--- src/rtl/id_scoreboard.sv ---
// Per-register latency scoreboard for the decode stage: flags RAW/WAW hazards
// against in-flight variable-latency producers and counts stall cycles.
module id_scoreboard #(
  parameter int NREG  = 32,
  parameter int AW    = 5,
  parameter int LW    = 3,
  parameter int EXTRA = 0,
  parameter int CW    = 16
) (
  input  logic            clk,
  input  logic            rst,
  input  logic            id_valid,
  input  logic [AW-1:0]   id_rs,
  input  logic [AW-1:0]   id_rt,
  input  logic            id_rs_used,
  input  logic            id_rt_used,
  input  logic [AW-1:0]   id_rn,
  input  logic            id_wreg,
  input  logic [LW-1:0]   id_lat,
  input  logic            kill,
  output logic            nostall,
  output logic            id_issue,
  output logic [NREG-1:0] busy,
  output logic [CW-1:0]   stall_cnt
);

  localparam int LMAX = (1 << LW) - 1;

  logic [LW-1:0] r_cnt [NREG];
  logic [CW-1:0] r_stallCnt;

  logic [LW-1:0] w_lat;
  logic          w_rawA;
  logic          w_rawB;
  logic          w_waw;
  logic          w_hazard;

  // A zero latency stays zero so ALU results never pick up the no-forwarding penalty.
  always_comb begin
    w_lat = '0;
    if (id_lat != '0) begin
      if (int'(id_lat) + EXTRA > LMAX)
        w_lat = LW'(LMAX);
      else
        w_lat = LW'(int'(id_lat) + EXTRA);
    end
  end

  always_comb begin
    w_rawA   = id_rs_used && (id_rs != '0) && (r_cnt[id_rs] != '0);
    w_rawB   = id_rt_used && (id_rt != '0) && (r_cnt[id_rt] != '0);
    w_waw    = id_wreg && (id_rn != '0) && (r_cnt[id_rn] > w_lat);
    w_hazard = id_valid && !kill && (w_rawA || w_rawB || w_waw);
    nostall  = !w_hazard;
    id_issue = id_valid && !kill && !w_hazard;
  end

  // A new issue to a register replaces its pending count rather than decrementing it.
  always_ff @(posedge clk) begin
    if (rst) begin
      for (int r = 0; r < NREG; r++)
        r_cnt[r] <= '0;
      r_stallCnt <= '0;
    end else begin
      r_cnt[0] <= '0;
      for (int r = 1; r < NREG; r++) begin
        if (id_issue && id_wreg && (id_rn == AW'(r)))
          r_cnt[r] <= w_lat;
        else if (r_cnt[r] != '0)
          r_cnt[r] <= r_cnt[r] - LW'(1);
      end
      if (w_hazard && (r_stallCnt != '1))
        r_stallCnt <= r_stallCnt + CW'(1);
    end
  end

  always_comb begin
    for (int r = 0; r < NREG; r++)
      busy[r] = (r_cnt[r] != '0);
  end

  assign stall_cnt = r_stallCnt;

endmodule

--- config.mk ---
export PLATFORM = sky130hd
export DESIGN_NAME = id_scoreboard
export DESIGN_NICKNAME = d
export VERILOG_FILES = /design/src/rtl/id_scoreboard.sv
export SDC_FILE = /design/constraint.sdc
export NUM_CORES = 1
export LEC_CHECK = 0
export CAP_MARGIN = 0
export CELL_PAD_IN_SITES_DETAIL_PLACEMENT = 2
export CELL_PAD_IN_SITES_GLOBAL_PLACEMENT = 2
export CORE_MARGIN = 4
export CORE_UTILIZATION = 38
export CTS_CLUSTER_SIZE = 24
export DETAILED_ROUTE_END_ITERATION = 6
export PLACE_DENSITY = 0.87
export SLEW_MARGIN = 20
export SYNTH_ARGS = -nofsm -noshare
export SYNTH_HDL_FRONTEND = slang
export SYNTH_SLANG_ARGS = --single-unit
export TNS_END_PERCENT = 100
--- constraint.sdc ---
create_clock -name clk -period 8.14 [get_ports clk]
set_input_delay 1.628 -clock clk [delete_from_list [all_inputs] [get_ports clk]]
set_output_delay 1.628 -clock clk [all_outputs]
set_load 0.005 [all_outputs]
**Word level (Yosys, flattened, before mapping)**

Memories as Yosys holds them, arrays and structs flattened.
Index checks and enable logic that the tools add are counted.

- Memories kept: 1
- Register bits: 16
- Bits in writable memories: 96
- Logic and storage cells: 500
- Input port bits: 25

- Reductions and logical operators: 84
- Muxes and demuxes: 285
- Magnitude comparators: 2
- Add/sub/neg operators: 32
- Bitwise logic cells: 63
- Equal/unequal tests: 32

Memories:

| name | depth | bits a word | read ports | clocked after Yosys merged registers in | wr ports | line | text |
|---|---|---|---|---|---|---|---|
| r_cnt | 32 | 3 | 35 | 0 | 32 | 29 | `logic [LW-1:0] r_cnt [NREG];` |

Operators by type and width:

| kind | count |
|---|---|
| 1-bit two-way mux | 220 |
| 3-bit two-way mux | 65 |
| 3-bit nonzero test | 35 |
| 3-bit by 1-bit subtractor with 3-bit output, second input constant | 31 |
| 5-bit == test, second input constant | 16 |
| 1-bit bitwise OR | 63 |
| 1-bit logical AND | 42 |
| 5-bit by 4-bit == test with 1-bit output, second input constant | 8 |
| 5-bit by 3-bit == test with 1-bit output, second input constant | 4 |
| 16-bit by 1-bit adder with 16-bit output, second input constant | 1 |
| 16-bit != test, second input constant | 1 |
| 5-bit nonzero test | 3 |
| 5-bit by 2-bit == test with 1-bit output, second input constant | 2 |
| 5-bit by 1-bit == test with 1-bit output, second input constant | 1 |
| 3-bit greater-than comparator | 1 |
| 3-bit greater-than comparator, second input constant | 1 |
| 1-bit zero test | 2 |
| 1-bit logical OR | 2 |

**Depth between registers and ports, before layout**

- Depth after elaboration: 16
- Mapped depth: 19

**Worst setup path before layout**

Ideal clock, no wire load.

- Path kind: input -> output
- From: in id_rn[0]
- To: out nostall
- Stages on the path: 14
- Arrival time: 5.253 ns
- Slack: 1.259 ns
- Path through: clkbuf_1 buf_1 clkbuf_1 mux4_2 mux4_2 mux2_2 ha_1 nor2b_1 o21ai_0 a221oi_1 o21ba_4 nand2_4 buf_6 nand2_1

- Cells in the longest elaborated chain, start to end: 6
- Elaborated cells on any way between the ends: 8
- Those cells by class: 1 x order compare; 6 x reduce/logical; 1 x memory

Ends and longest elaborated chain:

| what | line | text |
|---|---|---|
| start: declaration | 17 | `input logic [AW-1:0] id_rn,` |
| memory read 32 x 3 bit or 5-bit nonzero test (tied branches) | n/a |  |
| 3-bit greater-than comparator or 1-bit logical AND (tied branches) | 52 | `w_waw = id_wreg && (id_rn != '0) && (r_cnt[id_rn] > w_lat);` |
| 1-bit logical AND (*) | 52 |  |
| 1-bit logical OR (*) | 53 | `w_hazard = id_valid && !kill && (w_rawA \|\| w_rawB \|\| w_waw);` |
| 1-bit logical AND (*) | 53 |  |
| 1-bit zero test (*) | 54 | `nostall = !w_hazard;` |
| end: declaration | 21 | `output logic nostall,` |

Every way passes the cells marked *; elsewhere a longest branch is shown, timed or not.

**Final worst setup path**

- From: in id_rn[1]
- To: out nostall

The elaborated chain is that of the path after synthesis.

==> flow_summary.ini <==
[cts]
cts_buffers = 9
clock_sinks = 109
clock_path_buffers = 2
ctsResizeCount = 0
postCtsSetupBuffers = 0
clock_latency_ns = 0.38
cts_tree = built
root_buffer = clkbuf_16
clk_pin_slew_ns = 0.08
postCtsHoldBufs = 0
cts_max_level = 3

[power_and_ir_drop]
p_leak_nw = 4.10
ir_drop_mv = 0.108
power.density_nw_per_um2 = 350

[layout]
fillers = 2558
final_cells = 1321
fin_area_sq_um = 10600
drive_above_1_share_pct = 15.7
area_growth_syn_to_layout_pct = 13.2
diodes = 0
nNetsFinal = 1083

[sta]
period_minus_slack_ns = 7.33
final.setup.tns_ns = 0
hold_ws_ns = 0.573
tightest_slew_ns = 0.978
max_freq_mhz = 136
rsz0062_at_grt = false
finalHoldViolCount = 0
final.period_utilization_pct = 90.1
setup_viol = 0
post-route-worst-setup-slack_ns = 0.806
slew_violations = 0
relSlewSlack_pct = 34.3
final.setup_skew_ns = 0.0130

[route]
wirelength_microns = 33700
drc = 0
routedWlPerCell_microns = 25.5
num_vias = 8017
drtAntennaViolNets = 0
initialDrtViolationCount = 721
drt_first_pass_iters = 5
viasPerCell = 6.07

[logic_synthesis]
syn_area_per_cell_sq_um = 9.71
syn-cell-area_sq_um = 9340
synth_fp_nets = 1052
synth_top_family_by_area = multiplexers
synth-edff-count = 93
synthSimpleGateAreaFrac_pct = 20.0
yosysUniqueCellTypes = 63
ys_seq_elements = 109
synth_warnings = 0
yosysTopAreaCell = edfxtp_1
async_flop_share_pct = 0
muxShareOfSynthArea_pct = 20.1
synth_ff_type = edfxtp_1
syn_inst = 961
ys_seq_area_share_pct = 33.3
synthXorXnorAreaFrac_pct = 1.03
synthAdderAreaFrac_pct = 8.85
synth.area.top_cells = edfxtp_1 30%, mux2_2 9.0%, ha_1 8.8%
synth_compound_area_share_pct = 10.1
synth_top_area_share_pct = 29.9

[floorplan]
die_y_microns = 165
start_util_pct = 38.5
fp.dieArea_sq_um = 27100
row_count = 57
core_area_sq_um = 24200
die_w_microns = 165
ioPinCount = 75

[place]
dp_cells = 1305
hpwl_microns = 25400
numPortBuffers = 73
gp_congestion = 0.889
dp_slack_ns = 0.849
dpl_cell_area_sq_um = 10300

[worst_setup_path]
crit_type = input port to output port
cp_max_fo = 31
worstPathRequired_ns = 6.51
worstPathArrival_ns = 5.71
start_kind = input port
critPathCaptureType = output port

[worst_hold_path]
hp-class = register to register

[global_routing]
gr-total-overflow = 0
grt_max_degree = 112
antenna_found_initial = 1
grt_pass1_wl_microns = 52900
groute.usage.overall_pct = 25.4
grt_pass1_vias = 8867

[run]
maxCapViolCount = 0

[outcome]
outcome = completed
## flip-flops by register name, summed over array words and instances, names as in the netlist
| register | count |
|---|---|
| stall_cnt | 16 |
| r_cnt | 93 |
## cells by family (layout without fill, tap and decap cells)
| group | after synthesis | count (layout) |
|---|---|---|
| XOR/XNOR | 11 | 11 |
| buffers and inverters | 154 | 190 |
| multiplexers | 136 | 136 |
| other | 1 | 1 |
| AO/OA/AOI/OAI | 124 | 124 |
| adder cells (fa/ha/maj) | 66 | 66 |
| AND/OR/NAND/NOR | 360 | 360 |
| flip-flops | 109 | 109 |
## cells in the mapped netlist, drive strengths merged (16+ instances only)
cell,instances
nor2,108
inv,95
edfxtp,93
mux2,81
nor3,70
ha,66
clkbuf,44
nor2b,35
mux4,31
nand2,29
nand3,25
mux2i,24
o21ai,22
o31ai,21
or3,18
and3,17
dfxtp,16
nor4,16
## layout make-up
class | instances | area (sq um) | share of cell area [%]
clock buffers | 10 | 239 | 2.26
clock inverters | 6 | 45.0 | 0.426
inverters | 95 | 357 | 3.38
multi-input cells | 698 | 5630 | 53.3
flip-flops and latches | 109 | 3110 | 29.5
well taps | 324 | 405 | 3.84
repair buffers | 79 | 772 | 7.31
## through the flow
| step | power, mW | utilization (%) |
|---|---|---|
| detailed placement | 3.21 | 42.4 |
| global placement | 3.02 | 42.4 |
| floorplan | 2.41 | - |
| CTS | 3.69 | 43.6 |
| finish | 3.69 | 43.6 |
| global route | 3.95 | 43.6 |
## worst max-delay path, stage by stage
cell	delay, ns
clkdlybuf4s50_1	0.46
buf_4	0.39
mux4_2	0.57
mux4_2	0.47
mux2_2	0.28
ha_1	0.28
nor2b_1	0.12
o21ai_0	0.08
a221oi_1	0.35
o21ba_4	0.24
nand2_4	0.22
nand2_1	0.08
clkdlybuf4s50_1	0.48
## metal layers
metal | GRT usage (%) | share of wire, % | up-vias
met5 | 0 | 0.042 | -
met4 | 10.6 | 3.8 | 2
met3 | 4.59 | 5.9 | 77
met2 | 44.2 | 50 | 272
met1 | 31.0 | 41 | 4084
li1 | - | - | 3582
## power by group
group | switching (mW) | total (mW) | internal [mW]
registers | 0.329 | 1.26 | 0.929
clock network | 0.236 | 0.455 | 0.219
logic | 1.04 | 1.98 | 0.941
## final timing paths
| check | from | cells after the start | to | slack, ns |
|---|---|---|---|---|
| setup / recovery | id_rn[1] | 13 | nostall | 0.81 |
| hold reg to reg | stall_cnt[6] | 2 | stall_cnt[6] | 0.57 |
| setup reg to reg | r_cnt[19][1] | 12 | r_cnt[24][1] | 3.37 |
| hold / removal | stall_cnt[6] | 2 | stall_cnt[6] | 0.57 |
## cells in the final DEF, fill, tap and decap left out, types with 18 or more instances in the layout
| cell | netlist | layout |
|---|---|---|
| edfxtp_1 | 93 | 93 |
| mux2i_1 | 24 | 24 |
| o31ai_1 | 19 | 19 |
| clkdlybuf4s50_1 | 0 | 71 |
| nor2_1 | 108 | 106 |
| nor2b_1 | 35 | 34 |
| o21ai_0 | 22 | 22 |
| nor3_1 | 69 | 69 |
| ha_1 | 66 | 66 |
| or3_1 | 18 | 18 |
| nand2_1 | 28 | 28 |
| mux2_2 | 75 | 75 |
| mux4_2 | 31 | 31 |
| inv_1 | 94 | 94 |
No activity file was read; power rests on OpenSTA's default activity.
